--- config.mk ---
export PLATFORM = sky130hd
export DESIGN_NAME = zinde_boot_loader
export DESIGN_NICKNAME = d
export VERILOG_FILES = /design/src/rtl/zinde_pkg.sv /design/src/rtl/zinde_uart_rx.sv /design/src/rtl/zinde_boot_loader.sv
export SDC_FILE = /design/constraint.sdc
export NUM_CORES = 1
export LEC_CHECK = 0
export ABC_AREA = 1
export BUFFER_PORTS_ARGS = -buffer_cell sky130_fd_sc_hd__buf_4
export CORE_MARGIN = 3
export CORE_UTILIZATION = 40
export CTS_CLUSTER_DIAMETER = 100
export DETAILED_ROUTE_END_ITERATION = 6
export GPL_TIMING_DRIVEN = 0
export PLACE_DENSITY = 0.57
export SETUP_SLACK_MARGIN = 0.3
export SYNTH_ARGS = -nofsm -noshare
export SYNTH_HDL_FRONTEND = slang
export SYNTH_SLANG_ARGS = --single-unit
--- constraint.sdc ---
create_clock -name clkn -period 2.25 [get_ports clkn]
set_clock_uncertainty 0.2 [all_clocks]
set_input_delay 0.1125 -clock clkn [delete_from_list [all_inputs] [get_ports clkn]]
set_output_delay 0.1125 -clock clkn [all_outputs]
set_load 0.01 [all_outputs]
--- src/rtl/zinde_pkg.sv ---
// -----------------------------------------------------------------------------
// zinde_pkg
// Shared definitions for the ZindeRV8 serial boot loader: loader and UART
// receiver state encodings, the frame header byte and the default bit period.
// -----------------------------------------------------------------------------
package zinde_pkg;

   // Loader FSM states
   typedef enum logic [2:0] {
      LD_IDLE = 3'd0,
      LD_LEN  = 3'd1,
      LD_DATA = 3'd2,
      LD_SUM  = 3'd3,
      LD_RUN  = 3'd4,
      LD_ERR  = 3'd5
   } ld_state_t;

   // UART receiver states
   typedef enum logic [1:0] {
      RX_IDLE  = 2'd0,
      RX_START = 2'd1,
      RX_DATA  = 2'd2,
      RX_STOP  = 2'd3
   } rx_state_t;

   localparam logic [7:0] LOAD_HEADER          = 8'hA5;
   localparam int         DEFAULT_CLKS_PER_BIT = 868;

endpackage

--- src/rtl/zinde_uart_rx.sv ---
// -----------------------------------------------------------------------------
// zinde_uart_rx
// 8N1 UART receiver: 2-flop synchronizer, start-bit glitch rejection at the
// start mid-point, LSB-first data sampling at bit mid-points, stop-bit check.
// Ports:
//   clkn        in   system clock, rising edge
//   rstn        in   asynchronous active-low reset
//   rx          in   serial line, idle high, asynchronous
//   byte_valid  out  1-cycle pulse, the cycle after a good stop sample
//   byte_data   out  received byte, stable while byte_valid is high
//   frame_err   out  1-cycle pulse, the cycle after a stop bit sampled low
// -----------------------------------------------------------------------------
module zinde_uart_rx
   import zinde_pkg::*;
#(
   parameter int CLKS_PER_BIT = DEFAULT_CLKS_PER_BIT
) (
   input  logic       clkn,
   input  logic       rstn,
   input  logic       rx,
   output logic       byte_valid,
   output logic [7:0] byte_data,
   output logic       frame_err
);

   localparam int             CW        = $clog2(CLKS_PER_BIT);
   localparam logic [CW-1:0]  BIT_LAST  = CW'(CLKS_PER_BIT - 1);
   localparam logic [CW-1:0]  HALF_LAST = CW'(CLKS_PER_BIT / 2 - 1);
   localparam logic [CW-1:0]  CNT_ONE   = CW'(1);
   localparam logic [CW-1:0]  CNT_ZERO  = CW'(0);

   logic          rx_meta_r, rx_sync_r, rx_prev_r;
   rx_state_t     state_r, state_s;
   logic [CW-1:0] cnt_r, cnt_s;
   logic [2:0]    bit_r, bit_s;
   logic [7:0]    shift_r, shift_s;
   logic          valid_r, valid_s;
   logic          ferr_r, ferr_s;

   // Synchronizer, edge history and receiver state registers
   always_ff @(posedge clkn or negedge rstn) begin
      if (!rstn) begin
         rx_meta_r <= 1'b1;
         rx_sync_r <= 1'b1;
         rx_prev_r <= 1'b1;
         state_r   <= RX_IDLE;
         cnt_r     <= CNT_ZERO;
         bit_r     <= 3'd0;
         shift_r   <= 8'h00;
         valid_r   <= 1'b0;
         ferr_r    <= 1'b0;
      end else begin
         rx_meta_r <= rx;
         rx_sync_r <= rx_meta_r;
         rx_prev_r <= rx_sync_r;
         state_r   <= state_s;
         cnt_r     <= cnt_s;
         bit_r     <= bit_s;
         shift_r   <= shift_s;
         valid_r   <= valid_s;
         ferr_r    <= ferr_s;
      end
   end

   // Bit timing and next-state logic
   always_comb begin
      state_s = state_r;
      cnt_s   = cnt_r;
      bit_s   = bit_r;
      shift_s = shift_r;
      valid_s = 1'b0;
      ferr_s  = 1'b0;
      case (state_r)
         RX_IDLE: begin
            cnt_s = CNT_ZERO;
            if (rx_prev_r && !rx_sync_r) begin
               state_s = RX_START;
            end else begin
               state_s = RX_IDLE;
            end
         end
         RX_START: begin
            // A line that is high again at the start mid-point was a glitch
            if (cnt_r == HALF_LAST) begin
               cnt_s = CNT_ZERO;
               bit_s = 3'd0;
               if (!rx_sync_r) begin
                  state_s = RX_DATA;
               end else begin
                  state_s = RX_IDLE;
               end
            end else begin
               cnt_s = cnt_r + CNT_ONE;
            end
         end
         RX_DATA: begin
            if (cnt_r == BIT_LAST) begin
               cnt_s   = CNT_ZERO;
               shift_s = {rx_sync_r, shift_r[7:1]};
               if (bit_r == 3'd7) begin
                  state_s = RX_STOP;
               end else begin
                  bit_s = bit_r + 3'd1;
               end
            end else begin
               cnt_s = cnt_r + CNT_ONE;
            end
         end
         RX_STOP: begin
            if (cnt_r == BIT_LAST) begin
               cnt_s   = CNT_ZERO;
               state_s = RX_IDLE;
               if (rx_sync_r) begin
                  valid_s = 1'b1;
               end else begin
                  ferr_s = 1'b1;
               end
            end else begin
               cnt_s = cnt_r + CNT_ONE;
            end
         end
         default: begin
            state_s = RX_IDLE;
         end
      endcase
   end

   assign byte_valid = valid_r;
   assign byte_data  = shift_r;
   assign frame_err  = ferr_r;

endmodule

--- src/rtl/zinde_boot_loader.sv ---
// -----------------------------------------------------------------------------
// zinde_boot_loader
// Receives a framed program (A5, LEN, LEN bytes, SUM) over UART and writes it
// into the ZindeRV8 RAM through the load port, holding the CPU in reset until
// the checksum matches.
// Ports:
//   clkn      in   system clock, rising edge
//   rstn      in   asynchronous active-low reset
//   rx        in   UART serial input
//   sel_out   out  1 = loader owns the RAM
//   we_out    out  single-cycle RAM write strobe
//   adr_out   out  RAM write address
//   data_out  out  RAM write data
//   cpu_rstn  out  active-low CPU reset
//   busy      out  frame in progress
//   done      out  program loaded successfully
//   err       out  framing or checksum error seen
// -----------------------------------------------------------------------------
module zinde_boot_loader
   import zinde_pkg::*;
#(
   parameter int         CLKS_PER_BIT = DEFAULT_CLKS_PER_BIT,
   parameter logic [7:0] START_ADDR   = 8'h00
) (
   input  logic       clkn,
   input  logic       rstn,
   input  logic       rx,
   output logic       sel_out,
   output logic       we_out,
   output logic [7:0] adr_out,
   output logic [7:0] data_out,
   output logic       cpu_rstn,
   output logic       busy,
   output logic       done,
   output logic       err
);

   logic       byte_valid_s;
   logic [7:0] byte_data_s;
   logic       frame_err_s;

   ld_state_t  state_r, state_s;
   logic [8:0] cnt_r, cnt_s;
   logic [7:0] ptr_r, ptr_s;
   logic [7:0] sum_r, sum_s;
   logic [7:0] adr_r, adr_s;
   logic [7:0] data_r, data_s;
   logic       we_r, we_s;
   logic       sel_r, sel_s;
   logic       cpu_rstn_r, cpu_rstn_s;
   logic       busy_r, busy_s;
   logic       done_r, done_s;
   logic       err_r, err_s;

   zinde_uart_rx #(
      .CLKS_PER_BIT (CLKS_PER_BIT)
   ) u_rx (
      .clkn       (clkn),
      .rstn       (rstn),
      .rx         (rx),
      .byte_valid (byte_valid_s),
      .byte_data  (byte_data_s),
      .frame_err  (frame_err_s)
   );

   // Loader state, counters and registered RAM-port outputs
   always_ff @(posedge clkn or negedge rstn) begin
      if (!rstn) begin
         state_r    <= LD_IDLE;
         cnt_r      <= 9'd0;
         ptr_r      <= START_ADDR;
         sum_r      <= 8'h00;
         adr_r      <= START_ADDR;
         data_r     <= 8'h00;
         we_r       <= 1'b0;
         sel_r      <= 1'b1;
         cpu_rstn_r <= 1'b0;
         busy_r     <= 1'b0;
         done_r     <= 1'b0;
         err_r      <= 1'b0;
      end else begin
         state_r    <= state_s;
         cnt_r      <= cnt_s;
         ptr_r      <= ptr_s;
         sum_r      <= sum_s;
         adr_r      <= adr_s;
         data_r     <= data_s;
         we_r       <= we_s;
         sel_r      <= sel_s;
         cpu_rstn_r <= cpu_rstn_s;
         busy_r     <= busy_s;
         done_r     <= done_s;
         err_r      <= err_s;
      end
   end

   // Frame parser: next state and next output values
   always_comb begin
      state_s    = state_r;
      cnt_s      = cnt_r;
      ptr_s      = ptr_r;
      sum_s      = sum_r;
      adr_s      = adr_r;
      data_s     = data_r;
      we_s       = 1'b0;
      sel_s      = sel_r;
      cpu_rstn_s = cpu_rstn_r;
      busy_s     = busy_r;
      done_s     = done_r;
      err_s      = err_r;
      case (state_r)
         LD_IDLE: begin
            if (frame_err_s) begin
               state_s = LD_ERR;
               err_s   = 1'b1;
               busy_s  = 1'b0;
            end else if (byte_valid_s && (byte_data_s == LOAD_HEADER)) begin
               state_s = LD_LEN;
               err_s   = 1'b0;
               busy_s  = 1'b1;
            end else begin
               state_s = LD_IDLE;
            end
         end
         LD_LEN: begin
            if (frame_err_s) begin
               state_s = LD_ERR;
               err_s   = 1'b1;
               busy_s  = 1'b0;
            end else if (byte_valid_s) begin
               // LEN of zero encodes a full 256-byte image
               cnt_s   = (byte_data_s == 8'h00) ? 9'd256 : {1'b0, byte_data_s};
               ptr_s   = START_ADDR;
               sum_s   = 8'h00;
               state_s = LD_DATA;
            end else begin
               state_s = LD_LEN;
            end
         end
         LD_DATA: begin
            if (frame_err_s) begin
               state_s = LD_ERR;
               err_s   = 1'b1;
               busy_s  = 1'b0;
            end else if (byte_valid_s) begin
               we_s   = 1'b1;
               adr_s  = ptr_r;
               data_s = byte_data_s;
               ptr_s  = ptr_r + 8'd1;
               sum_s  = sum_r + byte_data_s;
               cnt_s  = cnt_r - 9'd1;
               if (cnt_r == 9'd1) begin
                  state_s = LD_SUM;
               end else begin
                  state_s = LD_DATA;
               end
            end else begin
               state_s = LD_DATA;
            end
         end
         LD_SUM: begin
            if (frame_err_s) begin
               state_s = LD_ERR;
               err_s   = 1'b1;
               busy_s  = 1'b0;
            end else if (byte_valid_s) begin
               if (byte_data_s == sum_r) begin
                  state_s    = LD_RUN;
                  sel_s      = 1'b0;
                  cpu_rstn_s = 1'b1;
                  done_s     = 1'b1;
                  busy_s     = 1'b0;
               end else begin
                  state_s = LD_ERR;
                  err_s   = 1'b1;
                  busy_s  = 1'b0;
               end
            end else begin
               state_s = LD_SUM;
            end
         end
         LD_RUN: begin
            // Only rstn leaves RUN; serial traffic and framing errors are ignored
            state_s = LD_RUN;
         end
         LD_ERR: begin
            state_s = LD_IDLE;
         end
         default: begin
            state_s = LD_IDLE;
         end
      endcase
   end

   assign sel_out  = sel_r;
   assign we_out   = we_r;
   assign adr_out  = adr_r;
   assign data_out = data_r;
   assign cpu_rstn = cpu_rstn_r;
   assign busy     = busy_r;
   assign done     = done_r;
   assign err      = err_r;

endmodule

==> results of run 1 <==
-- routing by layer --
metal / wire, um / track usage (%) / vias up
met1: 4440 / 24.0 / 1531
met5: 0 / 0 / -
met3: 278 / 2.79 / 16
li1: - / - / 1666
met4: 129 / 5.46 / 0
met2: 4100 / 27.0 / 50
-- final cells by class --
type | count | area [um2]
buffer | 9 | 62.6
clock buffer | 10 | 128
clock inverter | 6 | 111
fill | 921 | 4850
inverter | 63 | 244
multi-input combinational | 338 | 1810
sequential | 77 | 1930
tap | 129 | 161
timing repair buffer | 26 | 200
-- worst min-delay path by stage --
stage	start	endpoint	cells after the start
2_1_floorplan	rstn	async pin	0
3_3_place_gp	rx	u_rx.rx_meta_r$_DFF_PN1_	1
3_5_place_dp	rx	u_rx.rx_meta_r$_DFF_PN1_	1
4_1_cts	u_rx.rx_meta_r$_DFF_PN1_	u_rx.rx_sync_r$_DFF_PN1_	0
5_1_grt	u_rx.rx_meta_r$_DFF_PN1_	u_rx.rx_sync_r$_DFF_PN1_	0
6_report	u_rx.rx_meta_r$_DFF_PN1_	u_rx.rx_sync_r$_DFF_PN1_	0
-- report_power, final --
part / switching (mW) / leakage (nW) / internal [mW]
clock: 0.516 / 0.116 / 0.737
sequential: 0.0487 / 1.05 / 1.44
combinational: 0.234 / 1.13 / 0.106
-- cells in the mapped netlist (all sizes together) (4+ instances only) --
library cell,count,area [um2]
o221ai,4,35.0
xor2,5,43.8
buf,7,55.1
o21ai,48,270
nand3,32,173
dfrtp,73,1830
a21oi,16,80.1
inv,63,244
nor2,48,180
nor3,12,65.1
nand2,130,536
nand4,10,62.6
dfstp,4,105
ha,14,175
-- metrics by stage --
stage	setup WS (ps)	util [%]	instances	power, mW
final	430	48.9	658	3.08
after global placement	242	45.8	640	1.84
after global routing	293	48.9	658	3.25
after floorplan	540	-	487	1.75
after detailed placement	226	45.8	640	1.85
after CTS	312	48.5	658	3.12
-- timing repair --
action / 4_1_cts / 5_1_grt
endpoints found under the setup margin: 3 / 11
hold buffers: 2 / 0
gates resized for setup: 1 / 10
endpoints found under the hold margin: 74 / 0
setup buffers: 0 / 0
-- kinds of logic after synthesis --
kind of cell	share of synthesized area [%]
simple gates	25.8
xor+xnor	1.53
fa+ha+maj	4.87
flops	48.2
compound gates	11.9
buf+inv	7.65
-- worst max-delay path, delay by kind of cell (launching register included) --
| family | cells | cell delay, ps |
|---|---|---|
| simple gates | 4 | 450 |
| flops | 1 | 410 |
| fa+ha+maj | 1 | 390 |
| compound gates | 1 | 140 |
| buf+inv | 1 | 90 |
-- flip-flops by register name, summed over array words and instances, names as in the netlist, named ones only --
| signal | count |
|---|---|
| sum_r | 8 |
| state_r | 3 |
| u_rx.rx_meta_r | 1 |
| u_rx.rx_prev_r | 1 |
| busy | 1 |
| err | 1 |
| u_rx.frame_err | 1 |
| we_out | 1 |
| u_rx.cnt_r | 10 |
| cnt_r | 9 |
| u_rx.byte_valid | 1 |
| done | 1 |
| data_out | 8 |
| adr_out | 8 |
| ptr_r | 8 |
| u_rx.rx_sync_r | 1 |
| u_rx.bit_r | 3 |
| sel_out | 1 |
| u_rx.state_r | 1 |
| u_rx.byte_data | 8 |
==> results_dict.tcl, run 1 <==
set metrics [dict create \
    most-common-layout-cells "nand2_1, dfrtp_1, inv_1, nor2_1, o21ai_0" \
    final_nets 542 \
    min_path_type "reg2reg" \
    fmax_ghz 0.549 \
    setup_tns_ps 0 \
    synthCells 487 \
    totalWireLength_um 8950 \
    slew_viol_final 0 \
    clk-insertion-delay-late_ps 350 \
    postSynthNetCount 505 \
    place_area_um2 4350 \
    ys_ff_latch 77 \
    synth.avg_cell_area_um2 8.23 \
    grt_setup_unrepaired "true" \
    diodes 0 \
    grt_overflow_total 0 \
    first_pass_iters 5 \
    setup_violations 0 \
    worstSetupStartpoint "u_rx.byte_data[2]$_DFFE_PN0P_" \
    ir_worst_vdd_mv 0.426 \
    num_rows 35 \
    endpoint "state_r[0]$_DFF_PN0_" \
    synth_edf_count 0 \
    die_h_um 106 \
    reg2reg_depth 7 \
    path_clk_slew_ps 80 \
    first_global_vias 3125 \
    start_kind "flop" \
    numCtsBuffers 9 \
    dieArea_um2 11300 \
    yosys_warnings 0 \
    io_buffers 24 \
    grt_pass1_wl_um 15400 \
    core_region_area_um2 9500 \
    reg2reg_to "state_r[0]$_DFF_PN0_" \
    async_reset_ff_share_pct 100 \
    num_vias 3263 \
    slowest_stage "dfrtp_1" \
    r2r_start "u_rx.byte_data[2]$_DFFE_PN0P_" \
    synthDistinctLibCells 38 \
    cts.sinks 77 \
    synth.cell_area_um2 4010 \
    powerDensity_nw_per_um2 663 \
    grt_use_total_pct 17.1 \
    path_cells "ha_1 > inv_1 > nand4_1 > nor2_4 > nand2_1 > a21oi_1 > nand3_1" \
    crit_fanout 6 \
    via_per_inst 4.96 \
    p_leak_nw 2.30 \
    drive_gt1_share_pct 14.9 \
    ff2ff_setup_slack_ps 430 \
    cts_buffer_depth 2 \
    start_util_pct 42.2 \
    grt_max_degree 78 \
    io_pins 25 \
    crit_arrival_ps 1840 \
    place_congestion 0.878 \
    crit_type "reg2reg" \
    cts_max_level 3 \
    synth_top_flop_cell "dfrtp_1" \
    layout_commonest_cell "nand2_1" \
    slowest_delay_ps 410 \
    synthToLayoutAreaGrowth_pct 16.0 \
    worst_pin_slew_ps 989 \
    drt_iter0_drc 129 \
    die_x_um 106 \
    outcome "completed" \
    tritoncts "yes" \
    antenna_found_initial 0 \
    stdcell_area_um2 4650 \
    hold_viol_final 0 \
    period_needed_ps 1820 \
    avgRoutedWirePerCell_um 13.6 \
    hold_slack_ps 159 \
    drc 0 \
    cts-root-buf "clkbuf_8" \
    finalCritPeriodShare_pct 80.9 \
    slew-limit-headroom_pct 34.1 \
    seq_area_frac_synth_pct 48.2 \
    cp.required_ps 2270 \
    end_kind "flop" \
    ant_nets 0 \
    maxCapViolCount 0 \
    hpwl_um 6390 \
]
No activity file was read; power rests on OpenSTA's default activity.
==> run 2: changes to the inputs <==
clock period = 1.85 ns   (was 2.25 ns; I/O delays follow)
==> run 2 against run 1 <==
  * Combinational power rose by 95%
  * Clock power barely moved
  * Power rose by 22%
  * Cell count rose by 11%
  * Sequential share of layout area fell by 9.8 points
  * Fmax rose by 7.1%
  * Worst hold slack got worse by 5.2 ps
  * Register-to-register slack got worse by 280 ps
  * Utilization rose by 16 points
==> results_dict.tcl, run 2 (same netlist as run 1, synthesis figures left out) <==
set metrics [dict create \
    setup_tns_ps 0 \
    totalWireLength_um 11400 \
    num_rows 35 \
    first_global_vias 3660 \
    ant_nets 0 \
    place_ws_ps 12.7 \
    largest_registers "u_rx.cnt_r (10), cnt_r (9)" \
    path_cells "ha_2 > fa_2 > nand2_2 > a21oi_2 > nor3_1 > o21ai_1" \
    place_area_um2 4440 \
    outcome "completed" \
    met3_usage_pct 4.37 \
    powerDensity_nw_per_um2 616 \
    fmax_ghz 0.588 \
    grt_max_degree 78 \
    start_kind "flop" \
    cp.required_ps 1890 \
    io_pins 25 \
    place_inst 640 \
    final_nets 618 \
    end_kind "flop" \
    tritoncts "yes" \
    hold_slack_ps 154 \
    slowest_delay_ps 400 \
    synthToLayoutAreaGrowth_pct 53.0 \
    grt_setup_unrepaired "true" \
    maxCapViolCount 0 \
    fin_util_pct 64.5 \
    post-route-worst-setup-slack_ps 150 \
    min_path_type "reg2reg" \
    cts-root-buf "clkbuf_8" \
    grt_overflow_total 0 \
    start_util_pct 42.2 \
    hpwl_um 6500 \
    slew-limit-headroom_pct 34.7 \
    drc 0 \
    drt_iter0_drc 186 \
    place_congestion 0.799 \
    clk-insertion-delay-late_ps 360 \
    cts_buffer_depth 2 \
    busiest_layer "met2" \
    path_clk_slew_ps 90 \
    slowest_stage "dfrtp_1" \
    avgRoutedWirePerCell_um 15.6 \
    ir_worst_vdd_mv 0.624 \
    cts_max_level 3 \
    via_per_inst 5.06 \
    power_mw 3.77 \
    antenna_found_initial 0 \
    num_vias 3708 \
    drive_gt1_share_pct 46.5 \
    die_h_um 106 \
    numCtsBuffers 9 \
    use_met2_pct 32.4 \
    grt_pass1_wl_um 17900 \
    cts.sinks 77 \
    first_pass_iters 6 \
    grt_use_total_pct 20.1 \
    crit_arrival_ps 1740 \
    diodes 0 \
    dieArea_um2 11300 \
    crit_fanout 3 \
    hold_viol_final 0 \
    stdcell_area_um2 6130 \
    met1_usage_pct 27.6 \
    core_region_area_um2 9500 \
    most-common-layout-cells "nand2_1, buf_4, dfrtp_1, inv_1, nor2_1" \
    io_buffers 24 \
    die_x_um 106 \
    p_leak_nw 2.89 \
    crit_type "reg2reg" \
    largest_reg_flops 10 \
    finalCritPeriodShare_pct 91.9 \
    setup_violations 0 \
    final_cells 733 \
    period_needed_ps 1700 \
    regMostFlops "u_rx.cnt_r" \
    worst_pin_slew_ps 980 \
    layout_commonest_cell "nand2_1" \
    slew_viol_final 0 \
]
==> run 2: where the power goes <==
part | leakage, nW | switching [mW] | internal (mW)
sequential | 1.03 | 0.0746 | 1.75
combinational | 1.77 | 0.411 | 0.251
clock | 0.0915 | 0.668 | 0.616
total | 2.89 | 1.15 | 2.62
==> run 2: worst paths after layout <==
kind | startpoint | endpoint | slack (ps) | depth (start not counted)
max | sum_r[0]$_DFFE_PN0P_ | sum_r[4]$_DFFE_PN0P_ | 150 | 6
min | u_rx.rx_meta_r$_DFF_PN1_ | u_rx.rx_sync_r$_DFF_PN1_ | 150 | 0
max reg2reg | sum_r[0]$_DFFE_PN0P_ | sum_r[4]$_DFFE_PN0P_ | 150 | 6
min reg2reg | u_rx.rx_meta_r$_DFF_PN1_ | u_rx.rx_sync_r$_DFF_PN1_ | 150 | 0
max in group asynchronous | rstn | u_rx.byte_data[2]$_DFFE_PN0P_ | 510 | 2
min in group asynchronous | rstn | err$_DFFE_PN0P_ | 230 | 2
==> run 2: metal layers <==
metal	wire [um]	vias up
met4	167	0
met5	0	-
met1	4980	1793
li1	-	1819
met3	613	15
met2	5660	81
==> run 2: area by class of cell <==
type                            instances  area [um2]
Fill cell                             740        3370
Clock inverter                          6        63.8
Sequential cell                        77        1950
Inverter                               63         262
Timing Repair Buffer                  102        1020
Clock buffer                            9         124
Tap cell                              129         161
Buffer                                  9         144
Multi-Input combinational cell        338        2410
==> run 2: what timing repair did <==
item | CTS | global route
pin swaps | 47 | 33
hold endpoints to repair | 74 | 0
buffers inserted | 52 | 16
setup endpoints to repair | 69 | 68
cloned | 3 | 5
hold buffers | 2 | 0
resized for setup | 129 | 105
==> run 2: critical path, delay by kind of cell (launching register included) <==
kind / cells / cell delay (ps)
adder cells (fa/ha/maj): 2 / 600
flip-flops: 1 / 400
AND/OR/NAND/NOR: 2 / 230
AO/OA/AOI/OAI: 2 / 150
==> run 3: changes to the inputs <==
CORE_MARGIN = 2   (was 3)
==> run 3 against run 2 <==
  * Routed wire length shrank 4.8%
  * Utilization shrank 3.6 points
  * Sequential cell count did not move
  * Sequential share of layout area increased by 1.0 points
  * Sequential power about the same
==> results_dict.tcl, run 3 (same netlist as run 1, synthesis figures left out) <==
set metrics [dict create \
    outcome "completed" \
    regMostFlops "u_rx.cnt_r" \
    p_sw_mw 1.10 \
    slowest_stage "dfrtp_1" \
    place_ws_ps 39.1 \
    ir_worst_vdd_mv 0.667 \
    swShare_pct 26.8 \
    io_pins 25 \
    crit_type "reg2reg" \
    pwr-share-comb_pct 14.0 \
    worst_pin_slew_ps 708 \
    cts_max_level 3 \
    place_congestion 0.825 \
    largest_registers "u_rx.cnt_r (10), cnt_r (9)" \
    tritoncts "yes" \
    cts.sinks 77 \
    end_kind "flop" \
    grt_pass1_wl_um 16700 \
    numCtsBuffers 9 \
    avgRoutedWirePerCell_um 15.1 \
    maxCapViolCount 0 \
    clk-insertion-delay-late_ps 360 \
    cts_buffer_depth 2 \
    largest_reg_flops 10 \
    start_util_pct 41.2 \
    totalWireLength_um 10900 \
    start_kind "flop" \
    layout_commonest_cell "nand2_1" \
    grt_max_degree 78 \
    crit_arrival_ps 1790 \
    most-common-layout-cells "nand2_1, dfrtp_1, buf_4, inv_1, nor2_1" \
    grt_overflow_total 0 \
    fillCellCount 819 \
    slowest_delay_ps 420 \
    finalCritPeriodShare_pct 92.6 \
    drc 0 \
    r2r_start "sum_r[0]$_DFFE_PN0P_" \
    diodes 0 \
    cts-root-buf "clkbuf_8" \
    path_cells "ha_4 > fa_2 > nand4_1 > nand3_2 > nand2_1 > nand2_1 > o21ai_1" \
    setup_violations 0 \
    num_rows 36 \
    setup_tns_ps 0 \
    hold_viol_final 0 \
    endpoint "sum_r[6]$_DFFE_PN0P_" \
    fmax_ghz 0.584 \
    num_vias 3588 \
    final_nets 600 \
    antenna_found_initial 0 \
    period_needed_ps 1710 \
    path_clk_slew_ps 90 \
    reg2reg_to "sum_r[6]$_DFFE_PN0P_" \
    drive_gt1_share_pct 41.9 \
    synthToLayoutAreaGrowth_pct 47.8 \
    seq_power_share_pct 44.5 \
    intPower_mw 3.00 \
    slew-limit-headroom_pct 52.8 \
    hpwl_um 6410 \
    reg2reg_depth 7 \
    crit_path_frequent_cell "nand2_1" \
    crit_fanout 3 \
    worstSetupStartpoint "sum_r[0]$_DFFE_PN0P_" \
    first_pass_iters 5 \
    die_h_um 104 \
    power.share.clock_pct 41.5 \
    core_region_area_um2 9730 \
    die_x_um 104 \
    slew_viol_final 0 \
    min_path_type "in2async" \
    powerDensity_nw_per_um2 692 \
    dieArea_um2 10800 \
    cp.required_ps 1930 \
    grt_setup_unrepaired "true" \
    p_leak_nw 2.78 \
    first_global_vias 3463 \
    ant_nets 0 \
    grt_use_total_pct 19.3 \
    io_buffers 24 \
    ff2ff_setup_slack_ps 140 \
    drt_iter0_drc 170 \
    via_per_inst 4.98 \
    post-route-worst-setup-slack_ps 138 \
]
## run 3: routing by layer
layer	track usage (%)	routed length (um)	vias to the layer above	part of all wire, %
li1	-	-	1782	-
met1	26.0	4960	1721	46
met2	31.1	5320	62	49
met3	4.39	340	23	3.1
met4	6.08	244	0	2.2
met5	0	0	-	0
## run 3: power groups by stage
| stage | combinational [mW] | clock [mW] | sequential, mW |
|---|---|---|---|
| global placement | 0.404 | 0 | 1.84 |
| global route | 0.662 | 1.80 | 1.84 |
| detailed placement | 0.409 | 0 | 1.84 |
| finish | 0.575 | 1.70 | 1.82 |
| CTS | 0.538 | 1.73 | 1.82 |
| floorplan | 0.304 | 0 | 1.83 |
## run 3: worst max-delay path: cells and delay by family (launching register included)
family                   cells  cell delay [ps]
AO/OA/AOI/OAI                1              130
flip-flops                   1              420
AND/OR/NAND/NOR              4              320
adder cells (fa/ha/maj)      2              560
## run 3: final cells by class
class,count,area [um2],share of cell area [%]
buffer,9,115,1.94
clock buffer,9,124,2.09
clock inverter,7,145,2.45
inverter,63,264,4.46
multi-input combinational,338,2340,39.6
sequential,77,1940,32.8
tap,133,166,2.81
timing repair buffer,84,821,13.9
## run 3: timing repair
action | 4_1_cts | 5_1_grt
hold buffers | 2 | 0
endpoints found under the hold margin | 74 | 0
gates cloned | 2 | 3
gates resized for setup | 85 | 116
endpoints found under the setup margin | 69 | 73
buffers inserted | 37 | 16
pin swaps | 27 | 28
## run 3: worst min path at each step
stage / end / slack [ps]
2_1_floorplan: async pin / -400
3_3_place_gp: u_rx.rx_meta_r$_DFF_PN1_ / 3
3_5_place_dp: u_rx.rx_meta_r$_DFF_PN1_ / 2
4_1_cts: u_rx.rx_meta_r$_DFF_PN1_ / 160
5_1_grt: u_rx.rx_meta_r$_DFF_PN1_ / 160
6_report: done$_DFFE_PN0P_ / 120
## run 3: through the flow
step | cells | total power [mW] | instance area (um2) | hold slack, ps | utilization, %
floorplan | 487 | 2.13 | 4100 | -403 | -
global placement | 644 | 2.24 | 4440 | 2.55 | 45.7
detailed placement | 644 | 2.25 | 4440 | 2.02 | 45.7
CTS | 701 | 4.09 | 5340 | 161 | 54.9
global route | 720 | 4.30 | 5920 | 164 | 60.9
finish | 720 | 4.10 | 5920 | 123 | 60.9
